### src/rtl/spi_ctrl_master_if.sv
// -----------------------------------------------------------------------------
// spi_ctrl_master_if
//   Bundles the request handshake, status flags, SPI pins and FSM debug
//   state of spi_ctrl_master.
//
//   Handshake: the requester drives req_valid together with stable
//   req_addr/req_data. A request transfers on a rising clk edge on which
//   req_valid && req_ready are both high. req_ready never depends
//   combinationally on req_valid. After a transfer the requester may present
//   the next request on the same cycle.
//
//   Modports:
//     master : the SPI controller (consumes requests, drives SPI pins)
//     slave  : the requester / observer side
// -----------------------------------------------------------------------------
interface spi_ctrl_master_if;
  logic       req_valid;
  logic       req_ready;
  logic [6:0] req_addr;
  logic [7:0] req_data;
  logic       busy;
  logic       done;
  logic       sclk;
  logic       copi;
  logic       ncs;
  logic [2:0] fsm_state;

  modport master (
    input  req_valid, req_addr, req_data,
    output req_ready, busy, done, sclk, copi, ncs, fsm_state
  );

  modport slave (
    output req_valid, req_addr, req_data,
    input  req_ready, busy, done, sclk, copi, ncs, fsm_state
  );
endinterface

### src/rtl/spi_ctrl_master.sv
// -----------------------------------------------------------------------------
// spi_ctrl_master
//   Write-only SPI mode-0 controller. Each accepted request becomes one
//   16-bit frame {data[7:0], addr[6:0], 1'b1}, shifted MSB first.
//
//   Ports:
//     clk  : system clock
//     rst  : asynchronous active-high reset
//     bus  : spi_ctrl_master_if.master
//              req_valid/req_ready/req_addr/req_data : request handshake
//              busy : frame in progress or request pending
//              done : one-cycle pulse on the first ncs-high cycle of a frame end
//              sclk/copi/ncs : SPI pins (registered)
//              fsm_state : current FSM state for debug
//
//   Optional feature macro: SPI_CTRL_FIFO_EN
//     defined   : FIFO_DEPTH-entry request FIFO, req_ready = !full
//     undefined : single holding register, ready only when IDLE and empty
// -----------------------------------------------------------------------------
module spi_ctrl_master #(
  parameter int CLK_DIV    = 2,
  parameter int CS_SETUP   = 2,
  parameter int CS_HOLD    = 2,
  parameter int CS_GAP     = 4,
  parameter int FIFO_DEPTH = 4
) (
  input  logic               clk,
  input  logic               rst,
  spi_ctrl_master_if.master  bus
);

  typedef enum logic [2:0] {
    ST_IDLE  = 3'd0,
    ST_GAP   = 3'd1,
    ST_SETUP = 3'd2,
    ST_SHIFT = 3'd3,
    ST_HOLD  = 3'd4
  } state_t;

  localparam int CW = 16;
  localparam logic [CW-1:0] SETUP_LAST = CW'(CS_SETUP - 1);
  localparam logic [CW-1:0] DIV_LAST   = CW'(CLK_DIV - 1);
  localparam logic [CW-1:0] HOLD_LAST  = CW'(CS_HOLD - 1);
  localparam logic [CW-1:0] GAP_LAST   = CW'(CS_GAP - 1);

  if (CLK_DIV < 1 || CS_SETUP < 1 || CS_HOLD < 1 || CS_GAP < 1 ||
      FIFO_DEPTH < 2 || (FIFO_DEPTH & (FIFO_DEPTH - 1)) != 0) begin : g_param_check
    $error("spi_ctrl_master: illegal parameter value");
  end

  state_t          state_q, state_d;
  logic [CW-1:0]   cnt_q, cnt_d;       // cycles spent in the current state/phase
  logic [3:0]      bit_q, bit_d;       // index of the bit currently on copi
  logic            ph_q, ph_d;         // SHIFT phase: 0 = sclk low, 1 = sclk high
  logic [15:0]     word_q, word_d;     // frame being transmitted
  logic            sclk_q, copi_q, ncs_q, done_q;
  logic            sclk_d, copi_d, ncs_d, done_d;

  logic            pending;
  logic            push;
  logic            pop;
  logic [15:0]     head_word;
  logic [15:0]     req_word;

  assign req_word = {bus.req_data, bus.req_addr, 1'b1};

`ifdef SPI_CTRL_FIFO_EN
  localparam int AW = $clog2(FIFO_DEPTH);

  logic [15:0]   fifo_mem [FIFO_DEPTH];
  logic [AW-1:0] wr_ptr_q, rd_ptr_q;
  logic [AW:0]   count_q;
  logic          full;

  // Ready comes from the registered count only, so a pop in a full cycle
  // cannot raise ready in that same cycle.
  assign full          = (count_q == (AW+1)'(FIFO_DEPTH));
  assign bus.req_ready = !full;
  assign push          = bus.req_valid && !full;
  assign pending       = (count_q != '0);
  assign head_word     = fifo_mem[rd_ptr_q];

  always_ff @(posedge clk or posedge rst) begin
    if (rst) begin
      wr_ptr_q <= '0;
      rd_ptr_q <= '0;
      count_q  <= '0;
    end else begin
      if (push) wr_ptr_q <= wr_ptr_q + 1'b1;
      if (pop)  rd_ptr_q <= rd_ptr_q + 1'b1;
      if (push && !pop)      count_q <= count_q + 1'b1;
      else if (!push && pop) count_q <= count_q - 1'b1;
    end
  end

  always_ff @(posedge clk) begin
    if (push) fifo_mem[wr_ptr_q] <= req_word;
  end
`else
  logic        hold_valid_q;
  logic [15:0] hold_word_q;

  // Ready only in IDLE with the holding register empty, so push and pop
  // can never coincide.
  assign bus.req_ready = (state_q == ST_IDLE) && !hold_valid_q;
  assign push          = bus.req_valid && bus.req_ready;
  assign pending       = hold_valid_q;
  assign head_word     = hold_word_q;

  always_ff @(posedge clk or posedge rst) begin
    if (rst) begin
      hold_valid_q <= 1'b0;
      hold_word_q  <= '0;
    end else if (push) begin
      hold_valid_q <= 1'b1;
      hold_word_q  <= req_word;
    end else if (pop) begin
      hold_valid_q <= 1'b0;
    end
  end
`endif

  // State register (outputs registered alongside so pins never glitch)
  always_ff @(posedge clk or posedge rst) begin
    if (rst) begin
      state_q <= ST_IDLE;
      cnt_q   <= '0;
      bit_q   <= '0;
      ph_q    <= 1'b0;
      word_q  <= '0;
      ncs_q   <= 1'b1;
      sclk_q  <= 1'b0;
      copi_q  <= 1'b0;
      done_q  <= 1'b0;
    end else begin
      state_q <= state_d;
      cnt_q   <= cnt_d;
      bit_q   <= bit_d;
      ph_q    <= ph_d;
      word_q  <= word_d;
      ncs_q   <= ncs_d;
      sclk_q  <= sclk_d;
      copi_q  <= copi_d;
      done_q  <= done_d;
    end
  end

  // Next-state logic
  always_comb begin
    state_d = state_q;
    cnt_d   = cnt_q;
    bit_d   = bit_q;
    ph_d    = ph_q;
    pop     = 1'b0;
    case (state_q)
      ST_IDLE: begin
        if (pending) begin
          state_d = ST_SETUP;
          cnt_d   = '0;
          bit_d   = 4'd15;
          ph_d    = 1'b0;
          pop     = 1'b1;
        end
      end
      ST_SETUP: begin
        if (cnt_q == SETUP_LAST) begin
          state_d = ST_SHIFT;
          cnt_d   = '0;
          ph_d    = 1'b0;
        end else begin
          cnt_d = cnt_q + 1'b1;
        end
      end
      ST_SHIFT: begin
        if (cnt_q == DIV_LAST) begin
          cnt_d = '0;
          if (!ph_q) begin
            ph_d = 1'b1;
          end else if (bit_q == 4'd0) begin
            state_d = ST_HOLD;
            ph_d    = 1'b0;
          end else begin
            ph_d  = 1'b0;
            bit_d = bit_q - 1'b1;
          end
        end else begin
          cnt_d = cnt_q + 1'b1;
        end
      end
      ST_HOLD: begin
        if (cnt_q == HOLD_LAST) begin
          state_d = ST_GAP;
          cnt_d   = '0;
        end else begin
          cnt_d = cnt_q + 1'b1;
        end
      end
      ST_GAP: begin
        // A queued request leaves straight from the last GAP cycle so
        // back-to-back frames see exactly CS_GAP ncs-high cycles.
        if (cnt_q == GAP_LAST) begin
          cnt_d = '0;
          if (pending) begin
            state_d = ST_SETUP;
            bit_d   = 4'd15;
            ph_d    = 1'b0;
            pop     = 1'b1;
          end else begin
            state_d = ST_IDLE;
          end
        end else begin
          cnt_d = cnt_q + 1'b1;
        end
      end
      default: state_d = ST_IDLE;
    endcase
  end

  assign word_d = pop ? head_word : word_q;

  // Output logic: next values of the registered pins, decoded from the
  // next state so each pin changes on the same edge as the state.
  always_comb begin
    ncs_d  = 1'b1;
    sclk_d = 1'b0;
    copi_d = 1'b0;
    case (state_d)
      ST_SETUP, ST_HOLD: begin
        ncs_d  = 1'b0;
        copi_d = word_d[bit_d];
      end
      ST_SHIFT: begin
        ncs_d  = 1'b0;
        sclk_d = ph_d;
        copi_d = word_d[bit_d];
      end
      default: begin
        ncs_d = 1'b1;
      end
    endcase
    done_d = (state_q == ST_HOLD) && (state_d == ST_GAP);
  end

  assign bus.ncs       = ncs_q;
  assign bus.sclk      = sclk_q;
  assign bus.copi      = copi_q;
  assign bus.done      = done_q;
  assign bus.busy      = (state_q != ST_IDLE) || pending;
  assign bus.fsm_state = state_q;

endmodule

### src/flat_wrapper.sv
// flat-port wrapper written by rule: the top's interface ports become plain ports
module spi_ctrl_master_flat 
#(
  parameter int CLK_DIV    = 2,
  parameter int CS_SETUP   = 2,
  parameter int CS_HOLD    = 2,
  parameter int CS_GAP     = 4,
  parameter int FIFO_DEPTH = 4
)
  (clk, rst, bus_req_valid, bus_req_addr, bus_req_data, bus_req_ready, bus_busy, bus_done, bus_sclk, bus_copi, bus_ncs, bus_fsm_state);
  spi_ctrl_master_if bus_i ();
  input  logic clk;
  input  logic rst;
  input wire logic [$bits(bus_i.req_valid)-1:0] bus_req_valid;
  input wire logic [$bits(bus_i.req_addr)-1:0] bus_req_addr;
  input wire logic [$bits(bus_i.req_data)-1:0] bus_req_data;
  output wire logic [$bits(bus_i.req_ready)-1:0] bus_req_ready;
  output wire logic [$bits(bus_i.busy)-1:0] bus_busy;
  output wire logic [$bits(bus_i.done)-1:0] bus_done;
  output wire logic [$bits(bus_i.sclk)-1:0] bus_sclk;
  output wire logic [$bits(bus_i.copi)-1:0] bus_copi;
  output wire logic [$bits(bus_i.ncs)-1:0] bus_ncs;
  output wire logic [$bits(bus_i.fsm_state)-1:0] bus_fsm_state;
  assign bus_i.req_valid = bus_req_valid;
  assign bus_i.req_addr = bus_req_addr;
  assign bus_i.req_data = bus_req_data;
  assign bus_req_ready = bus_i.req_ready;
  assign bus_busy = bus_i.busy;
  assign bus_done = bus_i.done;
  assign bus_sclk = bus_i.sclk;
  assign bus_copi = bus_i.copi;
  assign bus_ncs = bus_i.ncs;
  assign bus_fsm_state = bus_i.fsm_state;
  spi_ctrl_master #(.CLK_DIV(CLK_DIV), .CS_SETUP(CS_SETUP), .CS_HOLD(CS_HOLD), .CS_GAP(CS_GAP), .FIFO_DEPTH(FIFO_DEPTH)) u_core (.clk(clk), .rst(rst), .bus(bus_i));
endmodule
### config.mk
export PLATFORM = sky130hd
export DESIGN_NAME = spi_ctrl_master_flat
export DESIGN_NICKNAME = d
export VERILOG_FILES = /design/src/rtl/spi_ctrl_master_if.sv /design/src/rtl/spi_ctrl_master.sv /design/src/flat_wrapper.sv
export SDC_FILE = /design/constraint.sdc
export NUM_CORES = 1
export LEC_CHECK = 0
export ABC_AREA = 1
export CORE_MARGIN = 2
export CORE_UTILIZATION = 52
export DETAILED_ROUTE_END_ITERATION = 12
export PLACE_DENSITY = 0.76
export SLEW_MARGIN = 30
export SYNTH_ARGS = -nofsm -noshare
export SYNTH_HDL_FRONTEND = slang
export SYNTH_SLANG_ARGS = --single-unit
export TNS_END_PERCENT = 1
### constraint.sdc
create_clock -name clk -period 1.85 [get_ports clk]
set_input_delay 0.37 -clock clk [delete_from_list [all_inputs] [get_ports clk]]
set_output_delay 0.37 -clock clk [all_outputs]
set_load 0.01 [all_outputs]
# Word level (Yosys, flattened, before mapping)
# Index checks and enable logic that the tools add are counted.
# classes
add_sub_neg	2
order_cmp	1
eq_ne	11
n_mux	36
reduce_logical	13
# op_table
cell	count
2-to-1 mux 16 bit	4
one-hot mux 16 bit (3 select lines)	1
2-to-1 mux 3 bit	7
2-to-1 mux 4 bit	5
adder 16 x 1 -> 16 bit, second input constant	1
== test 16 x 1 -> 1 bit, second input constant	1
== test 16 x 2 -> 1 bit, second input constant	1
one-hot mux 3 bit (5 select lines)	1
2-to-1 mux 1 bit	13
== test 3 x 2 -> 1 bit, second input constant	4
one-hot mux 4 bit (3 select lines)	1
== test 3 x 1 -> 1 bit, second input constant	2
== test 3 bit, second input constant	2
nonzero test 3 bit	2
OR reduction 3 bit	2
less-than comparator 4 x 5 -> 1 bit, second input constant	1
binary-select mux 1 bit (select 4 bit)	1
zero test 4 bit	1
one-hot mux 1 bit (4 select lines)	1
subtractor 4 x 1 -> 4 bit, second input constant	1
logical AND 1 bit	3
zero test 3 bit	1
2-to-1 mux 2 bit	1
!= test 2 x 1 -> 1 bit, second input constant	1
other kinds (5)	5
# word_totals
regBits	61
in_bits	18
out_inout_bits	9
elab_cells	74

# Longest topological paths before layout
# Gate-level depths: netlist of the first run.
# logic_depth
depth_word	8
depth_mapped	15

# Worst setup path after synthesis of the first run
# Ideal clock, no wire load.
# synth_path
path_type	register to register
start	register u_core.bit_q[1]
end	register u_core.copi_q, in the netlist u_core.bus.copi
setup_time_ns	0.117
arrival_time_ns	1.756
path_slack_ns	-0.023
stages_incl_launch_ff	15
period_less_slack_ns	1.873
path_cell_list	dfrtp_1 > inv_1 > ha_1 > a21oi_1 > nand3_1 > nand2_1 > nand3_1 > nand2_2 > nand2_4 > nand2_1 > nand3_1 > nand3_1 > nand2_1 > nor2_1 > nor2_1
# synth_between
elab_chain_len	8
# synth_rtl
element	line	rtl
start: declaration	spi_ctrl_master.sv:53	logic [3:0] bit_q, bit_d;
start signal: assignment	spi_ctrl_master.sv:138	bit_q <= bit_d;
subtractor 4 x 1 -> 4 bit / zero test 4 bit (equally long branches)	spi_ctrl_master.sv:184, spi_ctrl_master.sv:179	
2-to-1 mux 4 bit / 2-to-1 mux 3 bit (equally long branches)	spi_ctrl_master.sv:179	end else if (bit_q == 4'd0) begin
2-to-1 mux 4 bit / 2-to-1 mux 3 bit (equally long branches)	spi_ctrl_master.sv:177	if (!ph_q) begin
2-to-1 mux 4 bit / 2-to-1 mux 3 bit (equally long branches)	spi_ctrl_master.sv:175	if (cnt_q == DIV_LAST) begin
one-hot mux 4 bit (3 select lines) / one-hot mux 3 bit (5 select lines) (equally long branches)	spi_ctrl_master.sv:155	case (state_q)
binary-select mux 1 bit (select 4 bit), or another cell as far along	spi_ctrl_master.sv:230, spi_ctrl_master.sv:235	
2-to-1 mux 1 bit (implied by the code) / OR reduction 3 bit (equally long branches)	n/a	
2-to-1 mux 1 bit *	n/a	
net u_core.copi_d	spi_ctrl_master.sv:57	logic sclk_d, copi_d, ncs_d, done_d;
end signal: assignment	spi_ctrl_master.sv:143	copi_q <= copi_d;
end: declaration	spi_ctrl_master.sv:56	logic sclk_q, copi_q, ncs_q, done_q;
# The timed path passes the listed nets; every way through them passes the cells marked *. The select of a mux whose other input is x is not followed.
# A chain may end at the register's enable or synchronous reset.

# Worst setup path in the final report of the first run
# Same ends and word-level chain as after synthesis.

==> results of run 1 <==
-- worst max path at each step --
stage,start,endpoint,slack [ns],depth (start not counted)
2_1_floorplan,u_core.bit_q[1],u_core.bus.copi,-0.02,14
3_3_place_gp,u_core.bit_q[0],u_core.bus.copi,-0.12,14
3_5_place_dp,u_core.bit_q[0],u_core.bus.copi,-0.24,14
4_1_cts,u_core.bit_q[0],u_core.bus.copi,-0.16,14
5_1_grt,u_core.cnt_q[1],u_core.bus.copi,-0.42,13
6_report,u_core.bit_q[1],u_core.bus.copi,-0.22,14
-- worst reg2reg max path: cells and delay by family, from the launching register on --
kind / cells / cell delay [ns]
compound gates: 1 / 0.26
fa+ha+maj: 1 / 0.17
buf+inv: 2 / 0.21
flops: 1 / 0.39
simple gates: 10 / 0.97
-- cells in the final DEF, fill, tap and decap left out, types with 2 or more instances in the layout --
master and instances:
ha_1 3, buf_4 63, nand2_2 8, o31ai_1 2, nor2_4 4, clkbuf_8 9
clkinvlp_4 6, nor3_1 8, xor2_1 6, a21oi_1 10, nand3_1 32, a31oi_1 2
dfrtp_1 57, nand2_1 97, inv_1 43, o21ai_0 17, nor2_1 27, a211oi_1 2
o21ai_4 2, dfrtp_2 3, buf_6 2, o21ai_2 6, nor2_2 9, buf_12 3
nand4_1 3, dlygate4sd2_1 3, inv_2 9, nor3_2 3, nand2_4 2, clkdlybuf4s50_1 23
o22ai_1 6, nand3_2 2, o21ai_1 6
-- cell families (layout without fill, tap and decap cells) --
| logic type | after synthesis | after routing | share of synthesized area (%) |
|---|---|---|---|
| AOI/OAI and AO/OA | 60 | 60 | 12.1 |
| buffers and inverters | 63 | 165 | 8.38 |
| DFF | 61 | 61 | 48.1 |
| xor gates and xnor gates | 7 | 7 | 1.93 |
| and+or+nand+nor | 200 | 200 | 27.9 |
| adders and majority gates | 4 | 4 | 1.57 |
-- final cells by class --
type,instances,area [um^2],area share [%]
inverter,55,213,4.90
timing repair buffer,94,812,18.7
clock inverter,7,76.3,1.76
sequential,61,1530,35.3
multi-input combinational,271,1490,34.3
tap,75,93.8,2.16
clock buffer,9,124,2.85
-- power breakdown --
group          internal (mW)  switching [mW]  leakage (nW)
registers               1.33               0         0.702
logic                 0.0398          0.0319          1.32
clock network          0.623           0.593        0.0837
total                   2.00           0.625          2.10
-- layer usage --
metal  share of wire (%)  global-route usage (%)  vias to the layer above
li1                    -                       -                     1476
met1                  42                    30.2                     1428
met2                  51                    43.1                      112
met3                 4.7                    3.59                       20
met4                 2.3                    13.2                        0
met5                   0                       0                        -
-- per-stage QoR --
stage	utilization (%)	total power, mW	setup WS [ns]	hold WS, ns	TNS, ns
2_1_floorplan	-	1.38	-0.0227	0.435	-0.0227
4_1_cts	71.4	2.63	-0.164	0.385	-0.219
3_5_place_dp	67.3	1.43	-0.240	0.455	-0.520
6_report	73.3	2.62	-0.218	0.373	-0.255
3_3_place_gp	67.3	1.43	-0.116	0.449	-0.127
5_1_grt	73.3	2.69	-0.422	0.426	-1.27
-- timing repair --
action                                  in CTS  in global routing
resized for setup                           16                 24
setup buffers                                1                  5
pin swaps                                    4                 10
cloned                                       0                  0
endpoints found under the setup margin      10                 25
-- state kept, by name, indices dropped and copies added, names as in the netlist --
register	flops
u_core.word_q	16
u_core.cnt_q	16
u_core.bus.ncs	1
u_core.ph_q	1
u_core.hold_valid_q	1
u_core.bus.copi	1
u_core.bus.sclk	1
u_core.bit_q	4
u_core.bus.fsm_state	3
u_core.head_word	16
u_core.bus.done	1
==> results_dict.tcl, run 1 <==
set metrics [dict create \
    rows 28 \
    critPathMaxFanout 5 \
    ys_seq_area_share_pct 48.1 \
    fp.dieArea_um2 6760 \
    yosysTopAreaCellShare_pct 47.2 \
    crit_top_cell "nand3_1" \
    cts_tree "built" \
    numCtsBuffers 9 \
    outcome "finished, violations left" \
    wl_per_cell_um 14.1 \
    syn_to_final_growth_pct 36.5 \
    power.static_leakage_nw 2.10 \
    max_slew_margin_pct 70.3 \
    async_flop_share_pct 100 \
    synth_area_leader_cell "dfrtp_1" \
    drt_pass1_iterations 5 \
    syn-num-nets 417 \
    grt_pass1_wl_um 12800 \
    worstSetupPathType "flip-flop to flip-flop" \
    rsz0062_at_grt "true" \
    die_x_um 82.2 \
    globalRouteOverflowTotal 0 \
    finalInstanceArea_um2 4340 \
    syn_area_per_cell_um2 8.05 \
    power_density_nw_per_um2 604 \
    vias_per_cell 5.31 \
    startpoint_type "flip-flop" \
    period_share_pct 112 \
    grt_max_degree 27 \
    clkSlewWorstSetupHoldPaths_ns 0.08 \
    drc 0 \
    num_antenna_cells 0 \
    finalMaxSlewViolations 0 \
    fp.dieH_um 82.2 \
    synthCells 395 \
    fmax_mhz 484 \
    cp_top_family "simple AND/OR/NAND/NOR gates" \
    ff2ff_setup_slack_ns -0.22 \
    place_area_um2 3980 \
    boundaryPins 27 \
    hold_path_class "input pin to async pin" \
    synth_commonest_cells "nand2_1, dfrtp_1, inv_1" \
    portBuffers 26 \
    clockBufferDepth 2 \
    finalHoldViolCount 0 \
    cp_cell_sequence "inv_2, ha_4, a21oi_1, nand3_1, nand2_1, nand3_1, nand2_2, buf_12, nand3_1, nand3_1, nand3_1, nand3_1, nand2_1, nor2_1" \
    root_buffer "clkbuf_8" \
    slowest_delay_ns 0.39 \
    synth_warnings 0 \
    synth-edff-count 0 \
    n_fill_cell 441 \
    final.setup_skew_ns 0.0142 \
    drtIter0Drc 207 \
    dp.cells 550 \
    detail-route-antenna-nets 0 \
    drive_gt1_share_pct 28.6 \
    routed_wl_um 8040 \
    ys_ff_latch 61 \
    cp.arrival_ns 2.34 \
    netlist_area_um2 3180 \
    antenna_found_initial 0 \
    cp_slowest_cell "dfrtp_1" \
    yosysMostFrequentCell "nand2_1" \
    initial_core_util_pct 53.7 \
    synth.distinct_cells 42 \
    setup_viol 3 \
    worst_pin_slew_ns 0.444 \
    coreArea_um2 5920 \
    reg2reg_depth 14 \
    setup_slack_ns -0.218 \
    gp_congestion 0.899 \
    worstReg2RegEnd "u_core.bus.copi" \
    worst-path-buf-inv 2 \
    vias 3036 \
    period_needed_ns 2.07 \
    cts_hold_buffers 0 \
    ir_drop_uv 552 \
    synthFlopType "dfrtp_1" \
    violations "negative setup slack" \
    worstSkewPairLatency_ns 0.35 \
    r2r_start "u_core.bit_q[1]" \
    synth_area_leaders "dfrtp_1, nand2_1, inv_1, nand3_1, nor2_1" \
    grt_usage_pct 25.0 \
    clock_sinks 61 \
    worst_ep_required_time_ns 2.13 \
    nets 514 \
    cap_violations 0 \
    end_kind "flip-flop" \
    dp_hpwl_um 5590 \
    cts_max_level 3 \
    grt_pass1_vias 2932 \
    finalNonFillerCells 572 \
]
Power figures use the tool's default switching activity.
==> inputs of run 2 (changes only) <==
--- a/config.mk
+++ b/config.mk
@@ -6,10 +6,12 @@
 export NUM_CORES = 1
 export LEC_CHECK = 0
 export ABC_AREA = 1
+export CELL_PAD_IN_SITES_DETAIL_PLACEMENT = 1
+export CELL_PAD_IN_SITES_GLOBAL_PLACEMENT = 2
 export CORE_MARGIN = 2
-export CORE_UTILIZATION = 52
+export CORE_UTILIZATION = 31
 export DETAILED_ROUTE_END_ITERATION = 12
-export PLACE_DENSITY = 0.76
+export PLACE_DENSITY_LB_ADDON = 0.1
 export SLEW_MARGIN = 30
 export SYNTH_ARGS = -nofsm -noshare
 export SYNTH_HDL_FRONTEND = slang
==> constraint.sdc (replaced) <==
create_clock -name clk -period 1.85 [get_ports clk]
set_input_delay 0.37 -clock clk [delete_from_list [all_inputs] [get_ports clk]]
set_output_delay 0.37 -clock clk [all_outputs]
set_load 0.05 [all_outputs]
==> run 2 against run 1 <==
Against the previous run: the flow still finishes with violations (negative setup slack); total power fell by 2.5%; clock-buffer cell count rose by 1; via count fell by 3.0%; non-clock buffer count rose by 12; critical path type unchanged; largest power group unchanged; highest routed layer unchanged.
==> results_dict.tcl, run 2 (synthesis results as in run 1) <==
set metrics [dict create \
    swShare_pct 22.6 \
    worstSkewPairLatency_ns 0.34 \
    setup_slack_ns -0.104 \
    p_int_mw 1.98 \
    drt_pass1_iterations 4 \
    fp.dieH_um 105 \
    initial_core_util_pct 32.2 \
    critPathMaxFanout 7 \
    p_clk_share_pct 45.1 \
    power_frac_comb_pct 2.7 \
    cp.arrival_ns 2.21 \
    finalNonFillerCells 642 \
    num_antenna_cells 0 \
    end_kind "flip-flop" \
    grt_max_degree 62 \
    detail-route-antenna-nets 0 \
    grt_pass1_vias 3208 \
    worst_ep_required_time_ns 2.11 \
    place_area_um2 4140 \
    finalMaxSlewViolations 0 \
    cts_hold_buffers 0 \
    clock_sinks 61 \
    numCtsBuffers 9 \
    cts_max_level 3 \
    drtIter0Drc 95 \
    clkSlewWorstSetupHoldPaths_ns 0.08 \
    dp.cells 621 \
    cap_violations 0 \
    max_slew_margin_pct 65.7 \
    finalInstanceArea_um2 4530 \
    clockBufferDepth 2 \
    gp_congestion 0.868 \
    vias_per_cell 4.59 \
    rows 36 \
    boundaryPins 27 \
    ir_drop_uv 347 \
    globalRouteOverflowTotal 0 \
    antenna_found_initial 0 \
    vias 2946 \
    p_switching_mw 0.576 \
    setup_viol 3 \
    grt_usage_pct 17.5 \
    period_share_pct 106 \
    pwr-share-seq_pct 52.2 \
    violations "negative setup slack" \
    startpoint_type "flip-flop" \
    rsz0062_at_grt "true" \
    wl_per_cell_um 14.1 \
    final_common_cell "nand2_1" \
    period_needed_ns 1.95 \
    final.setup_skew_ns 0.0148 \
    syn_to_final_growth_pct 42.6 \
    worstSetupPathType "flip-flop to flip-flop" \
    dp_hpwl_um 6500 \
    hold_ws_ns 0.462 \
    worst_pin_slew_ns 0.510 \
    coreArea_um2 9860 \
    outcome "finished, violations left" \
    drive_gt1_share_pct 33.2 \
    die_x_um 105 \
    fp.dieArea_um2 11100 \
    power_density_nw_per_um2 563 \
    fmax_mhz 512 \
    nets 527 \
    layout_common_cells "nand2_1, buf_4, dfrtp_1" \
    grt_pass1_wl_um 15500 \
    drc 0 \
    portBuffers 26 \
    cts_tree "built" \
    power.static_leakage_nw 2.21 \
    root_buffer "clkbuf_8" \
    finalHoldViolCount 0 \
    routed_wl_um 9080 \
    hold_path_class "input pin to async pin" \
]
run 2: repair_timing:
action                     CTS  global route
cloned                       1             0
setup buffers                2             3
setup endpoints to repair   12            25
pin swaps                    9            17
gates resized for setup     22            26
run 2: path summary, 6_finish.rpt:
| kind | start | to | slack [ns] | cells past startpoint |
|---|---|---|---|---|
| worst max-delay path | u_core.cnt_q[6] | u_core.bus.copi | -0.10 | 15 |
| worst min-delay path | rst | u_core.head_word[7] | 0.46 | 3 |
| worst max register to register | u_core.cnt_q[6] | u_core.bus.copi | -0.10 | 15 |
| worst min register to register | u_core.word_q[6] | u_core.word_q[6] | 0.47 | 2 |
| max in group asynchronous | rst | u_core.bus.fsm_state[1] | 1.07 | 3 |
| min in group clk | u_core.word_q[6] | u_core.word_q[6] | 0.47 | 2 |
run 2: per-layer routing:
layer / part of all wire [%] / track usage, %
met1: 47 / 23.2
met2: 50 / 29.6
met3: 1.4 / 2.60
met4: 1.1 / 5.43
met5: 0 / 0
run 2: through the flow:
stage / setup slack, ns / total power [mW] / util, % / TNS [ns]
after floorplan: -0.157 / 1.38 / - / -2.30
after global placement: -0.213 / 1.43 / 42.0 / -0.411
after detailed placement: -0.239 / 1.43 / 42.0 / -0.779
after CTS: -0.104 / 2.60 / 44.9 / -0.416
after global routing: -0.241 / 2.67 / 46.0 / -1.32
final: -0.104 / 2.55 / 46.0 / -0.194
run 2: layout make-up:
cell class	instances	area [um^2]
Sequential cell	61	1530
Clock inverter	5	52.6
Clock buffer	10	128
Tap cell	133	166
Inverter	55	219
Multi-Input combinational cell	272	1540
Fill cell	1175	5330
Timing Repair Buffer	106	903
run 2: power by group through the flow:
| stage | Combinational [mW] | Sequential (mW) | Clock (mW) |
|---|---|---|---|
| 2_1_floorplan | 0.0199 | 1.36 | 0 |
| 3_3_place_gp | 0.0713 | 1.36 | 0 |
| 3_5_place_dp | 0.0714 | 1.36 | 0 |
| 4_1_cts | 0.0714 | 1.33 | 1.19 |
| 5_1_grt | 0.0760 | 1.33 | 1.26 |
| 6_report | 0.0682 | 1.33 | 1.15 |
run 2: worst max-delay path, stage by stage (launching register included):
cell	delay [ns]
dfrtp_1	0.41
nor2_2	0.15
nand2_2	0.11
nor2_4	0.14
buf_4	0.13
nand3_1	0.08
nand2_1	0.10
nand3_2	0.09
nand2_4	0.12
buf_12	0.12
nand3_1	0.07
nand3_1	0.09
nand2_1	0.06
nor2_1	0.08
nor2_1	0.05
nor2_1	0.09
